==> src/rtl/riscv_pkg.sv <==
// riscv_pkg
//   Shared definitions for the five-stage RISC-V pipeline control blocks.
//   REG_ADDR_W / NUM_REGS : architectural register file geometry.
//   issue_state_e         : issue-controller state (RUN, FLUSH).
package riscv_pkg;

    localparam int REG_ADDR_W = 5;
    localparam int NUM_REGS   = 32;

    typedef enum logic {
        RUN   = 1'b0,
        FLUSH = 1'b1
    } issue_state_e;

endpackage

==> src/rtl/sb_busy_vec.sv <==
// sb_busy_vec
//   Pending-write bitmap for the issue scoreboard.
//   Optional build macro: SCOREBOARD_WB_BYPASS_EN
//     defined   : busy_view hides the bit being released by this cycle's writeback.
//     undefined : busy_view equals busy_vec.
// Ports
//   clk, rst           clock, asynchronous active-high reset
//   set_en, set_idx    mark a register as having an outstanding write
//   clr_en, clr_idx    release a register on writeback
//   busy_vec           registered bitmap, bit 0 always 0
//   busy_view          bitmap as seen by hazard detection this cycle
module sb_busy_vec
    import riscv_pkg::*;
(
    input  logic                  clk,
    input  logic                  rst,
    input  logic                  set_en,
    input  logic [REG_ADDR_W-1:0] set_idx,
    input  logic                  clr_en,
    input  logic [REG_ADDR_W-1:0] clr_idx,
    output logic [NUM_REGS-1:0]   busy_vec,
    output logic [NUM_REGS-1:0]   busy_view
);

    logic [NUM_REGS-1:0] set_mask;
    logic [NUM_REGS-1:0] clr_mask;

    // x0 is hardwired, so it is never tracked in either direction.
    always_comb begin
        set_mask = '0;
        clr_mask = '0;
        if (set_en && (set_idx != '0)) set_mask[set_idx] = 1'b1;
        if (clr_en && (clr_idx != '0)) clr_mask[clr_idx] = 1'b1;
    end

    // Set applied after clear: a new writer issued in the same cycle that the
    // previous writer retires keeps the register outstanding.
    always_ff @(posedge clk or posedge rst) begin
        if (rst) busy_vec <= '0;
        else     busy_vec <= (busy_vec & ~clr_mask) | set_mask;
    end

`ifdef SCOREBOARD_WB_BYPASS_EN
    assign busy_view = busy_vec & ~clr_mask;
`else
    assign busy_view = busy_vec;
`endif

endmodule

==> src/rtl/issue_scoreboard.sv <==
// issue_scoreboard
//   Decode-to-execute issue controller. Tracks in-flight register writes,
//   stalls decode on RAW/WAW hazards and squashes IF/ID after taken branches.
//   Optional build macro: SCOREBOARD_WB_BYPASS_EN (writeback release visible
//   to hazard detection in the writeback cycle itself).
// Parameters
//   FLUSH_CYCLES  cycles squashed after a taken branch, including its own (1..7)
//   CNT_W         width of the stall-cycle counter
// Ports
//   clk, rst                      clock, asynchronous active-high reset
//   id_valid                      decode holds a real instruction
//   id_rs1/id_rs2, id_use_rs1/2   sources and their use flags
//   id_rd, id_wr_rd               destination and its write flag
//   wb_en, wb_rd                  writeback commit
//   branch_taken                  one-cycle taken-branch pulse from execute
//   stall, issue, flush_ifid      combinational pipeline-register controls
//   busy_vec                      registered pending-write bitmap
//   stall_cnt                     saturating count of hazard-stall cycles
//
// state | meaning
// ------+--------------------------------------------------------------
// RUN   | normal issue; hazards stall decode
// FLUSH | IF/ID squashed while flush_ctr counts down the remaining cycles
module issue_scoreboard
    import riscv_pkg::*;
#(
    parameter int FLUSH_CYCLES = 2,
    parameter int CNT_W        = 16
) (
    input  logic                  clk,
    input  logic                  rst,
    input  logic                  id_valid,
    input  logic [REG_ADDR_W-1:0] id_rs1,
    input  logic [REG_ADDR_W-1:0] id_rs2,
    input  logic                  id_use_rs1,
    input  logic                  id_use_rs2,
    input  logic [REG_ADDR_W-1:0] id_rd,
    input  logic                  id_wr_rd,
    input  logic                  wb_en,
    input  logic [REG_ADDR_W-1:0] wb_rd,
    input  logic                  branch_taken,
    output logic                  stall,
    output logic                  issue,
    output logic                  flush_ifid,
    output logic [NUM_REGS-1:0]   busy_vec,
    output logic [CNT_W-1:0]      stall_cnt
);

    localparam logic [2:0] FLUSH_LOAD = 3'(FLUSH_CYCLES - 1);

    issue_state_e        state, state_nxt;
    logic [2:0]          flush_ctr, flush_ctr_nxt;
    logic [NUM_REGS-1:0] busy_view;
    logic                hazard;

    sb_busy_vec u_busy (
        .clk       (clk),
        .rst       (rst),
        .set_en    (issue & id_wr_rd),
        .set_idx   (id_rd),
        .clr_en    (wb_en),
        .clr_idx   (wb_rd),
        .busy_vec  (busy_vec),
        .busy_view (busy_view)
    );

    always_ff @(posedge clk or posedge rst) begin
        if (rst) begin
            state     <= RUN;
            flush_ctr <= '0;
        end else begin
            state     <= state_nxt;
            flush_ctr <= flush_ctr_nxt;
        end
    end

    // The branch cycle itself is squashed by branch_taken directly, so the
    // FLUSH state covers the remaining FLUSH_CYCLES-1 cycles. flush_ctr holds
    // the FLUSH cycles still to run including the current one; leaving on the
    // ctr==1 cycle lands it at zero as RUN resumes. With FLUSH_CYCLES==1 no
    // FLUSH cycles are needed at all.
    always_comb begin
        state_nxt     = state;
        flush_ctr_nxt = flush_ctr;
        case (state)
            RUN: begin
                if (branch_taken && (FLUSH_LOAD != 3'd0)) begin
                    state_nxt     = FLUSH;
                    flush_ctr_nxt = FLUSH_LOAD;
                end
            end
            FLUSH: begin
                if (branch_taken) begin
                    flush_ctr_nxt = FLUSH_LOAD;
                end else begin
                    flush_ctr_nxt = flush_ctr - 3'd1;
                    if (flush_ctr <= 3'd1) state_nxt = RUN;
                end
            end
            default: begin
                state_nxt     = RUN;
                flush_ctr_nxt = '0;
            end
        endcase
    end

    always_comb begin
        hazard     = (id_use_rs1 & busy_view[id_rs1]) |
                     (id_use_rs2 & busy_view[id_rs2]) |
                     (id_wr_rd   & busy_view[id_rd]);
        flush_ifid = branch_taken | (state == FLUSH);
        stall      = id_valid &  hazard & ~flush_ifid;
        issue      = id_valid & ~hazard & ~flush_ifid;
    end

    always_ff @(posedge clk or posedge rst) begin
        if (rst)                           stall_cnt <= '0;
        else if (stall && (stall_cnt != '1)) stall_cnt <= stall_cnt + 1'b1;
    end

endmodule

==> config.mk <==
export PLATFORM = sky130hd
export DESIGN_NAME = issue_scoreboard
export DESIGN_NICKNAME = d
export VERILOG_FILES = /design/src/rtl/riscv_pkg.sv /design/src/rtl/sb_busy_vec.sv /design/src/rtl/issue_scoreboard.sv
export SDC_FILE = /design/constraint.sdc
export NUM_CORES = 1
export LEC_CHECK = 0
export ABC_AREA = 1
export BUFFER_PORTS_ARGS = -buffer_cell sky130_fd_sc_hd__buf_4
export CORE_MARGIN = 1.5
export CORE_UTILIZATION = 42
export DETAILED_ROUTE_END_ITERATION = 7
export HOLD_SLACK_MARGIN = 0.03
export MAX_ROUTING_LAYER = met4
export SLEW_MARGIN = 20
export SYNTH_ARGS = -nofsm -noshare
export SYNTH_HDL_FRONTEND = slang
export SYNTH_SLANG_ARGS = --single-unit
==> constraint.sdc <==
create_clock -name clk -period 2.7 [get_ports clk]
set_clock_uncertainty 0.1 [all_clocks]
set_input_delay 0.27 -clock clk [delete_from_list [all_inputs] [get_ports clk]]
set_output_delay 0.27 -clock clk [all_outputs]
set_load 0.005 [all_outputs]
==> out/metrics.csv <==
metric,value,unit
outcome,completed,
final_nets,684,
cts_tree,done,
ant_nets,0,
die_height,98.2,um
post-place-ws,0.349,ns
dpl.hpwl,9460,um
post_cts_resized,0,
clockRootBuffer,clkbuf_8,
die_area,9650,um^2
worstReg2RegEnd,u_busy.busy_vec[31],
synth-compound-area-share,5.65,%
worst_slew_pin_slew,0.691,ns
cp.arrival,2.12,ns
finalMaxSlewViolations,0,
num_rows,34,
antenna_found_initial,0,
worst-path-max-fanout,18,
critPathKind,register to output pin,
synthArstFlopShare,100,%
routabilityCongestion,0.991,
finalHoldViolCount,0,
vias,4292,
syn_area_per_cell,6.54,um^2
worstRegToRegCells,12,
irDropWorstVdd,0.000329,V
cts.sink_count,52,
clk_latency,0.31,ns
cp.depth,10,
path_clk_slew,0.10,ns
cts_buffers,5,
grt_overflow,0,
core_area,8760,um^2
yosysTopAreaCell,dfrtp_1,
ys_ff_latch,52,
drc,0,
wl_per_cell,16.9,um
syn_area,3810,um^2
p_leak,0.00233,uW
cp_slowest_stage_delay,0.48,ns
max-cap-violations,0,
synth_edf_count,0,
reg2reg_slack,0.52,ns
hold_buffers,1,
setup_tns,0,ns
synth_most_common_cell,nand2_1,
grt_max_degree,53,
port_buffers,78,
rr_startpoint,u_busy.busy_vec[9],
synth_mux_area_share,0,%
synthTopCellsByCount,"nand2_1 (216), nand3_1 (90), dfrtp_1 (52), nor2_1 (44), nand4_1 (33)",
synth-seq-area-share,34.2,%
ios,79,
global_route.usage.total,27.3,%
grt_pass1_wl,20400,um
startpoint,u_busy.busy_vec[9],
fmax,402,MHz
synth_top_family_by_area,simple AND/OR/NAND/NOR gates,
end_kind,output pin,
grt_pass1_vias,3974,
ys.flop_type,dfrtp_1,
die_width,98.2,um
area_growth,19.0,%
min_path_type,input port to async pin,
synth_simple_gate_area_share,47.7,%
fin_ws,0.215,ns
yosysTopAreaCellShare,34.2,%
period_share,92.0,%
crit_path_end,issue,
drive_gt1_share,17.1,%
max_slew_margin,53.9,%
setup_viol_count_final,0,
place_area,4430,um^2
diodes,0,
start_util,43.4,%
via_per_inst,5.63,
hold_ws,0.0276,ns
htree_levels,2,
path_cells,"nand2_1, nand3_1, nand3_1, nand2_1, nand2_1, nand3b_1, nand3_1, nand3_4, nor2_4, buf_4",
cp_top_family,simple AND/OR/NAND/NOR gates,
required,2.33,ns
drt_iter0_drc,239,
wl,12900,um
worst_setup_path_start_kind,register,
grt_busiest_layer,met2,
cts_setup_buffers,0,
cts.path.max_buffers,2,
synth_top_cells_by_area,"dfrtp_1 (34%), nand2_1 (21%), nand3_1 (12%)",
dr.pass1.iters,6,
syn-instance-count,582,
use_met3,2.86,%
yosys.area_share.adder,0.986,%
synth_xor_area_share,2.99,%
rsz0062_at_grt,no,
crit_buf_inv,1,
crit_slowest_cell,dfrtp_1,
period_minus_slack,2.49,ns
fillers,901,
stdcell_area,4530,um^2
grtUsageMet1,34.5,%
ys_types,28,
synth_nets,613,
gr-usage-met2,45.3,%
power.density,446,nW/um^2
power,2020,uW
synth-warning-count,0,
==> sequential cells by signal, summed over array words and instances (netlist names) <==
| register | flops |
|---|---|
| state | 1 |
| u_busy.busy_vec | 32 |
| stall_cnt | 16 |
| flush_ctr | 3 |
==> through the flow <==
step           std cells  utilization (%)
3_3_place_gp         753             50.5
4_1_cts              762             51.7
6_report             762             51.7
5_1_grt              762             51.7
3_5_place_dp         753             50.5
2_1_floorplan        582                -
==> power by group <==
group	switching (uW)	total (uW)	internal, uW	leakage (uW)
Combinational	320	560	240	0.00157
Clock	264	473	209	0.0000445
Sequential	127	989	862	0.000712
==> worst min-delay path by stage <==
stage / start / end / slack, ns / cells past startpoint
after CTS: rst / stall_cnt[4] / 0.06 / 3
final: rst / flush_ctr[0] / 0.03 / 3
after global routing: rst / stall_cnt[4] / 0.11 / 3
after global placement: branch_taken / flush_ctr[2] / 0.35 / 2
after detailed placement: branch_taken / flush_ctr[2] / 0.36 / 2
after floorplan: branch_taken / flush_ctr[2] / 0.24 / 1
==> routing by layer <==
layer | part of all wire [%] | wire [um]
met2 | 49 | 6270
met4 | 2.2 | 283
met1 | 41 | 5310
met5 | 0 | 0
met3 | 7.9 | 1010
==> layout by cell type (no fill, tap or decap), types with 3 or more instances in the layout <==
| master | n |
|---|---|
| o21ai_0 | 32 |
| nand2_4 | 3 |
| buf_4 | 85 |
| inv_1 | 31 |
| a21oi_1 | 4 |
| nor2_1 | 44 |
| inv_4 | 4 |
| xor2_1 | 6 |
| nand3_1 | 90 |
| clkbuf_8 | 6 |
| xnor2_1 | 7 |
| nor2_4 | 3 |
| nand3b_1 | 3 |
| dfrtp_1 | 52 |
| nand2_1 | 216 |
| o21ai_1 | 3 |
| inv_2 | 7 |
| nand4_1 | 33 |
| nor3_1 | 13 |
| ha_1 | 3 |
==> cell families (layout without fill, tap and decap cells) <==
kind of cell | after synthesis | in the layout
AND/OR/NAND/NOR | 408 | 408
buffers and inverters | 64 | 136
flip-flops | 52 | 52
AO/OA/AOI/OAI | 42 | 42
XOR/XNOR | 13 | 13
adder cells (fa/ha/maj) | 3 | 3
==> cell type report <==
| type | count | area [um^2] | share of cell area [%] |
|---|---|---|---|
| clock buffers | 7 | 86.3 | 1.91 |
| clock inverters | 1 | 7.51 | 0.166 |
| inverters | 42 | 168 | 3.70 |
| multi-input cells | 466 | 2180 | 48.2 |
| flip-flops and latches | 52 | 1300 | 28.7 |
| well taps | 108 | 135 | 2.98 |
| repair buffers | 86 | 648 | 14.3 |
==> tightest hold or removal path, cell delays in order <==
cell,delay (ns)
buf_4,0.11
inv_2,0.03
buf_4,0.52
Power figures use the tool's default switching activity.
